`src/rtl/pwm_pkg.sv`:
```
//==== pwm_pkg | shared modes, counter direction and index-width helper | rev 1.0 ====
`default_nettype none

package pwm_pkg;

  localparam logic MODE_EDGE   = 1'b0;
  localparam logic MODE_CENTER = 1'b1;

  typedef enum logic {
    DIR_UP   = 1'b0,
    DIR_DOWN = 1'b1
  } dir_e;

  function automatic int idx_w(input int n);
    return (n > 1) ? $clog2(n) : 1;
  endfunction

endpackage

`default_nettype wire

```
`src/rtl/pwm_multi_if.sv`:
```
//==== pwm_multi_if | control/duty-write/status bundle for pwm_multi | rev 1.0 ====
`default_nettype none

interface pwm_multi_if #(
  parameter int WIDTH      = 8,
  parameter int CHANNELS   = 4,
  parameter int PRESCALE_W = 8
);

  localparam int CH_W = pwm_pkg::idx_w(CHANNELS);

  logic                  en;
  logic [PRESCALE_W-1:0] prescale;
  logic [WIDTH-1:0]      period;
  logic                  mode;
  logic                  wr_en;
  logic [CH_W-1:0]       wr_ch;
  logic [WIDTH-1:0]      wr_data;
  logic [CHANNELS-1:0]   pwm_out;
  logic                  period_done;
  logic [WIDTH-1:0]      cnt;

  modport master (
    output en, prescale, period, mode, wr_en, wr_ch, wr_data,
    input  pwm_out, period_done, cnt
  );

  modport slave (
    input  en, prescale, period, mode, wr_en, wr_ch, wr_data,
    output pwm_out, period_done, cnt
  );

endinterface

`default_nettype wire

```
`src/rtl/pwm_timebase.sv`:
```
//==== pwm_timebase | prescaler, edge/center period counter, boundary pulse | rev 1.0 ====
`default_nettype none

module pwm_timebase
  import pwm_pkg::*;
#(
  parameter int WIDTH      = 8,
  parameter int PRESCALE_W = 8
) (
  input  logic                  clk,
  input  logic                  rst,
  input  logic                  en_i,
  input  logic [PRESCALE_W-1:0] prescale_i,
  input  logic [WIDTH-1:0]      period_i,
  input  logic                  mode_i,
  output logic [WIDTH-1:0]      cnt_o,
  output logic [WIDTH-1:0]      cnt_next_o,
  output logic                  load_o,
  output logic                  period_done_o
);

  localparam logic [WIDTH-1:0]      c_ONE     = WIDTH'(1);
  localparam logic [PRESCALE_W-1:0] c_PRE_ONE = PRESCALE_W'(1);

  logic [PRESCALE_W-1:0] pre_cnt_q, pre_cnt_d;
  logic [WIDTH-1:0]      cnt_q, cnt_d;
  logic [WIDTH-1:0]      period_act_q, period_act_d;
  logic                  mode_act_q, mode_act_d;
  dir_e                  dir_q, dir_d;
  logic                  done_q, done_d;
  logic                  tick_w, boundary_w, load_w;

  always_ff @(posedge clk or posedge rst) begin
    if (rst) begin
      pre_cnt_q    <= '0;
      cnt_q        <= '0;
      period_act_q <= '0;
      mode_act_q   <= MODE_EDGE;
      dir_q        <= DIR_UP;
      done_q       <= 1'b0;
    end else begin
      pre_cnt_q    <= pre_cnt_d;
      cnt_q        <= cnt_d;
      period_act_q <= period_act_d;
      mode_act_q   <= mode_act_d;
      dir_q        <= dir_d;
      done_q       <= done_d;
    end
  end

  // >= rather than == so a prescale lowered below pre_cnt still ticks at once
  always_comb begin
    pre_cnt_d  = pre_cnt_q;
    cnt_d      = cnt_q;
    dir_d      = dir_q;
    tick_w     = 1'b0;
    boundary_w = 1'b0;
    if (!en_i) begin
      pre_cnt_d = '0;
      cnt_d     = '0;
      dir_d     = DIR_UP;
    end else begin
      tick_w    = (pre_cnt_q >= prescale_i);
      pre_cnt_d = tick_w ? '0 : pre_cnt_q + c_PRE_ONE;
      if (tick_w) begin
        if (mode_act_q == MODE_EDGE || period_act_q == '0) begin
          if (cnt_q >= period_act_q) begin
            cnt_d      = '0;
            boundary_w = 1'b1;
          end else begin
            cnt_d = cnt_q + c_ONE;
          end
        end else if (dir_q == DIR_UP) begin
          if (cnt_q >= period_act_q) begin
            cnt_d = cnt_q - c_ONE;
            dir_d = DIR_DOWN;
          end else begin
            cnt_d = cnt_q + c_ONE;
          end
        end else begin
          if (cnt_q <= c_ONE) begin
            cnt_d      = '0;
            dir_d      = DIR_UP;
            boundary_w = 1'b1;
          end else begin
            cnt_d = cnt_q - c_ONE;
          end
        end
      end
    end
  end

  // While disabled the active settings track their inputs every cycle
  always_comb begin
    load_w       = !en_i || boundary_w;
    period_act_d = load_w ? period_i : period_act_q;
    mode_act_d   = load_w ? mode_i : mode_act_q;
    done_d       = boundary_w;
  end

  assign cnt_o         = cnt_q;
  assign cnt_next_o    = cnt_d;
  assign load_o        = load_w;
  assign period_done_o = done_q;

endmodule

`default_nettype wire

```
`src/rtl/pwm_multi.sv`:
```
//==== pwm_multi | CHANNELS PWM outputs on one shared double-buffered timebase | rev 1.0 ====
`default_nettype none

module pwm_multi
  import pwm_pkg::*;
#(
  parameter int WIDTH      = 8,
  parameter int CHANNELS   = 4,
  parameter int PRESCALE_W = 8
) (
  input logic        clk,
  input logic        rst,
  pwm_multi_if.slave bus_io
);

  localparam int CH_W = idx_w(CHANNELS);

  logic [WIDTH-1:0]    cnt_w, cnt_next_w;
  logic                load_w, done_w;
  logic [CHANNELS-1:0] next_out_w;
  logic [CHANNELS-1:0] pwm_out_q, pwm_out_d;

  pwm_timebase #(
    .WIDTH      (WIDTH),
    .PRESCALE_W (PRESCALE_W)
  ) u_timebase (
    .clk           (clk),
    .rst           (rst),
    .en_i          (bus_io.en),
    .prescale_i    (bus_io.prescale),
    .period_i      (bus_io.period),
    .mode_i        (bus_io.mode),
    .cnt_o         (cnt_w),
    .cnt_next_o    (cnt_next_w),
    .load_o        (load_w),
    .period_done_o (done_w)
  );

  generate
    for (genvar i = 0; i < CHANNELS; i++) begin : g_ch
      logic [WIDTH-1:0] shadow_q, shadow_d;
      logic [WIDTH-1:0] duty_act_q, duty_act_d;

      // Active duty loads the pre-write shadow, so a coincident write waits a period
      always_comb begin
        shadow_d   = (bus_io.wr_en && bus_io.wr_ch == CH_W'(i)) ? bus_io.wr_data : shadow_q;
        duty_act_d = load_w ? shadow_q : duty_act_q;
      end

      always_ff @(posedge clk or posedge rst) begin
        if (rst) begin
          shadow_q   <= '0;
          duty_act_q <= '0;
        end else begin
          shadow_q   <= shadow_d;
          duty_act_q <= duty_act_d;
        end
      end

      assign next_out_w[i] = (cnt_next_w < duty_act_d);
    end
  endgenerate

  always_comb begin
    pwm_out_d = bus_io.en ? next_out_w : '0;
  end

  always_ff @(posedge clk or posedge rst) begin
    if (rst) begin
      pwm_out_q <= '0;
    end else begin
      pwm_out_q <= pwm_out_d;
    end
  end

  assign bus_io.pwm_out     = pwm_out_q;
  assign bus_io.period_done = done_w;
  assign bus_io.cnt         = cnt_w;

endmodule

`default_nettype wire

```
`src/flat_wrapper.sv`:
```
// flat-port wrapper written by rule: the top's interface ports become plain ports
module pwm_multi_flat import pwm_pkg::*;
#(
  parameter int WIDTH      = 8,
  parameter int CHANNELS   = 4,
  parameter int PRESCALE_W = 8
)
  (clk, rst, bus_io_en, bus_io_prescale, bus_io_period, bus_io_mode, bus_io_wr_en, bus_io_wr_ch, bus_io_wr_data, bus_io_pwm_out, bus_io_period_done, bus_io_cnt);
  pwm_multi_if #(.WIDTH(WIDTH), .CHANNELS(CHANNELS), .PRESCALE_W(PRESCALE_W)) bus_io_i ();
  input logic clk;
  input logic rst;
  input wire logic [$bits(bus_io_i.en)-1:0] bus_io_en;
  input wire logic [$bits(bus_io_i.prescale)-1:0] bus_io_prescale;
  input wire logic [$bits(bus_io_i.period)-1:0] bus_io_period;
  input wire logic [$bits(bus_io_i.mode)-1:0] bus_io_mode;
  input wire logic [$bits(bus_io_i.wr_en)-1:0] bus_io_wr_en;
  input wire logic [$bits(bus_io_i.wr_ch)-1:0] bus_io_wr_ch;
  input wire logic [$bits(bus_io_i.wr_data)-1:0] bus_io_wr_data;
  output wire logic [$bits(bus_io_i.pwm_out)-1:0] bus_io_pwm_out;
  output wire logic [$bits(bus_io_i.period_done)-1:0] bus_io_period_done;
  output wire logic [$bits(bus_io_i.cnt)-1:0] bus_io_cnt;
  assign bus_io_i.en = bus_io_en;
  assign bus_io_i.prescale = bus_io_prescale;
  assign bus_io_i.period = bus_io_period;
  assign bus_io_i.mode = bus_io_mode;
  assign bus_io_i.wr_en = bus_io_wr_en;
  assign bus_io_i.wr_ch = bus_io_wr_ch;
  assign bus_io_i.wr_data = bus_io_wr_data;
  assign bus_io_pwm_out = bus_io_i.pwm_out;
  assign bus_io_period_done = bus_io_i.period_done;
  assign bus_io_cnt = bus_io_i.cnt;
  pwm_multi #(.WIDTH(WIDTH), .CHANNELS(CHANNELS), .PRESCALE_W(PRESCALE_W)) u_core (.clk(clk), .rst(rst), .bus_io(bus_io_i));
endmodule
```
`config.mk`:
```
export PLATFORM = sky130hd
export DESIGN_NAME = pwm_multi_flat
export DESIGN_NICKNAME = d
export VERILOG_FILES = /design/src/rtl/pwm_pkg.sv /design/src/rtl/pwm_multi_if.sv /design/src/rtl/pwm_timebase.sv /design/src/rtl/pwm_multi.sv /design/src/flat_wrapper.sv
export SDC_FILE = /design/constraint.sdc
export NUM_CORES = 1
export LEC_CHECK = 0
export CELL_PAD_IN_SITES_DETAIL_PLACEMENT = 0
export CELL_PAD_IN_SITES_GLOBAL_PLACEMENT = 2
export CORE_ASPECT_RATIO = 1.1
export CORE_MARGIN = 3
export CORE_UTILIZATION = 43
export DETAILED_ROUTE_END_ITERATION = 10
export PLACE_DENSITY_LB_ADDON = 0.25
export RECOVER_POWER = 25
export SLEW_MARGIN = 30
export SYNTH_ARGS = -nofsm -noshare
export SYNTH_HDL_FRONTEND = slang
export SYNTH_SLANG_ARGS = --single-unit
```
`constraint.sdc`:
```
create_clock -name clk -period 7.95 [get_ports clk]
set_input_delay 1.59 -clock clk [delete_from_list [all_inputs] [get_ports clk]]
set_output_delay 1.59 -clock clk [all_outputs]
set_load 0.05 [all_outputs]
```
==> results.toml <==
[clock_network]
ctsHoldBuffers = 0
cts_tree = "built"
numCtsBuffers = 9
clock_latency_ns = 0.34
cts_buffer_depth = 2
clock_sinks = 95
clk_pin_slew_ns = 0.07
cts_root_buffer = "clkbuf_16"
cts_setup_buffers = 0
cts_resized = 0
h-tree-depth = 3

[logic_synthesis]
synth_seq_area_share_pct = 44.5
synth.avg_cell_area_um2 = 11.6
ys.flop_type = "dfrtp_1"
ys_ff_latch = 95
synthMostInstantiatedCell = "dfrtp_1"
syn_area_um2 = 5350
yosysWarnings = 0
yosysTopAreaCell = "dfrtp_1"
ys_async_sr_fraction_pct = 100
synth_edf_count = 0
synthCells = 462
syn_nets = 541
ys_types = 47
synth_area_leaders = "dfrtp_1 (44%), ha_1 (11%), mux2_1 (8.6%)"
yosysTopAreaCellShare_pct = 44.5
yosys-top-cells-count = "dfrtp_1 (95), ha_1 (48), mux2_1 (41), mux2_2 (32), mux2i_1 (28)"

[critical_path]
timing.rr.start = "u_core.u_timebase.cnt_o[0]$_DFF_PP0_"
path_delay_family = "compound AO/OA/AOI/OAI gates"
cp-start-kind = "input pin"
critPathBufInv = 3
cp-end-kind = "register"
cp_data_arrival_time_ns = 5.48
worst-r2r-cell-count = 16
max_stage_delay_ns = 0.72
path_cells = "clkdlybuf4s50_1 > inv_1 > ha_1 > nand2_1 > nor3_1 > a21oi_1 > buf_4 > nor4_1 > a32oi_1 > o211ai_1 > ha_1 > nand3_1 > nor2_1 > a2111oi_0 > o21ai_0 > a21oi_1"
path_class = "in -> reg"
r2r_slack_ns = 3.34
path_max_fanout = 20
r2r-end = "u_core.bus_io.pwm_out[3]$_DFF_PP0_"
cp_slowest_cell = "nor4_1"
worstPathRequired_ns = 8.21

[grt]
antenna_found_initial = 0
grt_max_degree = 79
grt_overflow = 0
grtUsageTotal_pct = 18.1
grt_pass1_vias = 3705
grt_pass1_wl_um = 19400

[worst_hold_path]
hold_path_class = "reg -> reg"
whs_endpoint = "u_core.g_ch[0].duty_act_q[2]$_DFF_PP0_"
min_path_cells = 1
min-delay-start = "u_core.g_ch[0].duty_act_q[2]$_DFF_PP0_"

[cells_and_area]
final_nets = 588
antennaDiodeCount = 0
final_area_um2 = 6270
drive_gt1_share_pct = 11.3
area_growth_pct = 17.3
utilization_pct = 51.9
fillers = 1087

[detailed_routing]
dr.pass1.iters = 4
drt-total-wl_um = 11900
drtAntennaViolNets = 0
via_per_inst = 5.53
drc_errors = 0
route.vias.total = 3688
wl_per_cell_um = 17.8
drtIter0Drc = 195

[timing]
hold_slack_ns = 0.483
worst_pin_slew_ns = 0.921
fin_crit_sh_pct = 65.6
final.setup.worst_slack_ns = 2.74
period_needed_ns = 5.21
hold_viol_final = 0
clock_skew_ns = 0.00591
max_freq_ghz = 0.192
final.setup.tns_ns = 0
maxSlewViolCount = 0
setup_violations = 0
rsz0062_at_grt = "false"
max-slew-margin-rel_pct = 38.0

[placement]
portBuffers = 43
hpwl_um = 8670
dpl_cell_area_um2 = 5940
dp_slack_ns = 2.27
place.gp.congestion = 0.838

[floorplan]
num_io_pins = 44
floorplan.initialDensity_pct = 44.2
die_area_um2 = 13800
fp-row-count = 42
die_h_um = 123
fp.dieW_um = 112
core_um2 = 12100

[power]
p_leak_nw = 2.85
clock_power_share_pct = 33.9
power.density_nw_per_um2 = 202
sw_frac_of_total_pct = 26.7
combPwrFrac_pct = 17.8
p_switching_mw = 0.338
cellInternalPower_mw = 0.925
vdd_ir_drop_max_mv = 0.142
p_seq_share_pct = 48.3

[flow_run]
drv_cap = 0

[outcome]
status = "completed"
[registers in the layout, summed over array words and instances, names as in the netlist]
signal / flops
u_core.g_ch.duty_act_q: 32
u_core.g_ch.shadow_q: 32
u_core.u_timebase.cnt_o: 8
u_core.u_timebase.period_act_q: 8
u_core.u_timebase.pre_cnt_q: 8
u_core.bus_io.pwm_out: 4
u_core.u_timebase.dir_q: 1
u_core.u_timebase.mode_act_q: 1
u_core.u_timebase.period_done_o: 1
[kinds of logic (layout without fill, tap and decap cells)]
family,count (synthesis),count (layout),share of synthesized area (%)
adder cells (fa/ha/maj),48,48,11.2
buffers and inverters,36,87,3.02
flip-flops,95,95,44.5
XOR/XNOR,13,13,2.13
multiplexers,101,101,20.6
AO/OA/AOI/OAI,78,78,10.1
AND/OR/NAND/NOR,91,91,8.40
[metal layers]
metal | GRT usage (%) | routed length, µm
met5 | 0 | 0
met4 | 5.79 | 150
met3 | 2.84 | 309
met2 | 29.8 | 5750
met1 | 24.8 | 5640
[worst max-delay path by stage]
stage | start | end | slack [ns] | cells after the start
after CTS | bus_io_prescale[7] | u_core.bus_io.pwm_out[3]$_DFF_PP0_ | 2.61 | 16
after global routing | bus_io_prescale[7] | u_core.bus_io.pwm_out[1]$_DFF_PP0_ | 2.31 | 16
after floorplan | bus_io_prescale[2] | u_core.bus_io.pwm_out[0]$_DFF_PP0_ | 3.31 | 15
after global placement | bus_io_prescale[7] | u_core.bus_io.pwm_out[3]$_DFF_PP0_ | 2.15 | 16
after detailed placement | bus_io_prescale[7] | u_core.bus_io.pwm_out[3]$_DFF_PP0_ | 2.27 | 16
final | bus_io_prescale[7] | u_core.bus_io.pwm_out[0]$_DFF_PP0_ | 2.74 | 16
[worst reg2reg max path, cell delays in order (launching register included)]
cell and delay [ns]:
dfrtp_1 0.61, inv_1 0.25, ha_1 0.25, nor2b_1 0.12, o21ai_0 0.34, a21o_1 0.25
o21ai_2 0.18, o21ai_4 0.55, buf_16 0.23, buf_4 0.32, mux2i_1 0.32, ha_1 0.30
nand2_1 0.08, nor2_1 0.04, a2111oi_0 0.35, o21ai_0 0.18, a31oi_1 0.17
[power groups by stage]
| stage | Clock [mW] | Sequential (mW) | Combinational (mW) |
|---|---|---|---|
| finish | 0.428 | 0.610 | 0.224 |
| global route | 0.466 | 0.621 | 0.252 |
| CTS | 0.440 | 0.610 | 0.227 |
| detailed placement | 0 | 0.619 | 0.224 |
| global placement | 0 | 0.615 | 0.220 |
| floorplan | 0 | 0.609 | 0.157 |
[placed cells by master, fill, tap and decap left out, drive strengths merged, types with 3 or more instances in the layout]
| master | netlist | layout |
|---|---|---|
| ha | 48 | 48 |
| nand2 | 18 | 18 |
| o21ai | 15 | 15 |
| a21boi | 3 | 3 |
| nand3 | 16 | 16 |
| nor2 | 21 | 21 |
| buf | 8 | 6 |
| xor2 | 9 | 9 |
| mux2i | 28 | 28 |
| clkbuf | 6 | 10 |
| nor3 | 7 | 7 |
| clkinvlp | 0 | 3 |
| o211ai | 4 | 4 |
| a2111oi | 4 | 4 |
| a211oi | 6 | 6 |
| inv | 22 | 21 |
| nor4 | 3 | 3 |
| nand3b | 3 | 3 |
| dfrtp | 95 | 95 |
| a221oi | 3 | 3 |
| mux2 | 73 | 73 |
| a21oi | 18 | 18 |
| a32oi | 3 | 3 |
| nor2b | 6 | 6 |
| nand4 | 6 | 6 |
| clkdlybuf4s50 | 0 | 42 |
| xnor2 | 4 | 4 |
| a21o | 7 | 7 |
| and3 | 6 | 6 |
[per-stage QoR]
step,power [mW],std cells
floorplan,0.766,462
global placement,0.835,650
detailed placement,0.843,651
CTS,1.28,666
global route,1.34,667
finish,1.26,667
[cell type report]
class / instances / area (µm²) / share of cell area [%]
Tap cell: 154 / 193 / 3.07
Clock inverter: 5 / 58.8 / 0.938
Inverter: 22 / 83.8 / 1.34
Sequential cell: 95 / 2380 / 37.9
Multi-Input combinational cell: 331 / 2810 / 44.8
Timing Repair Buffer: 50 / 509 / 8.13
Clock buffer: 10 / 239 / 3.81
Note: power is estimated with default switching activity, not from simulation.
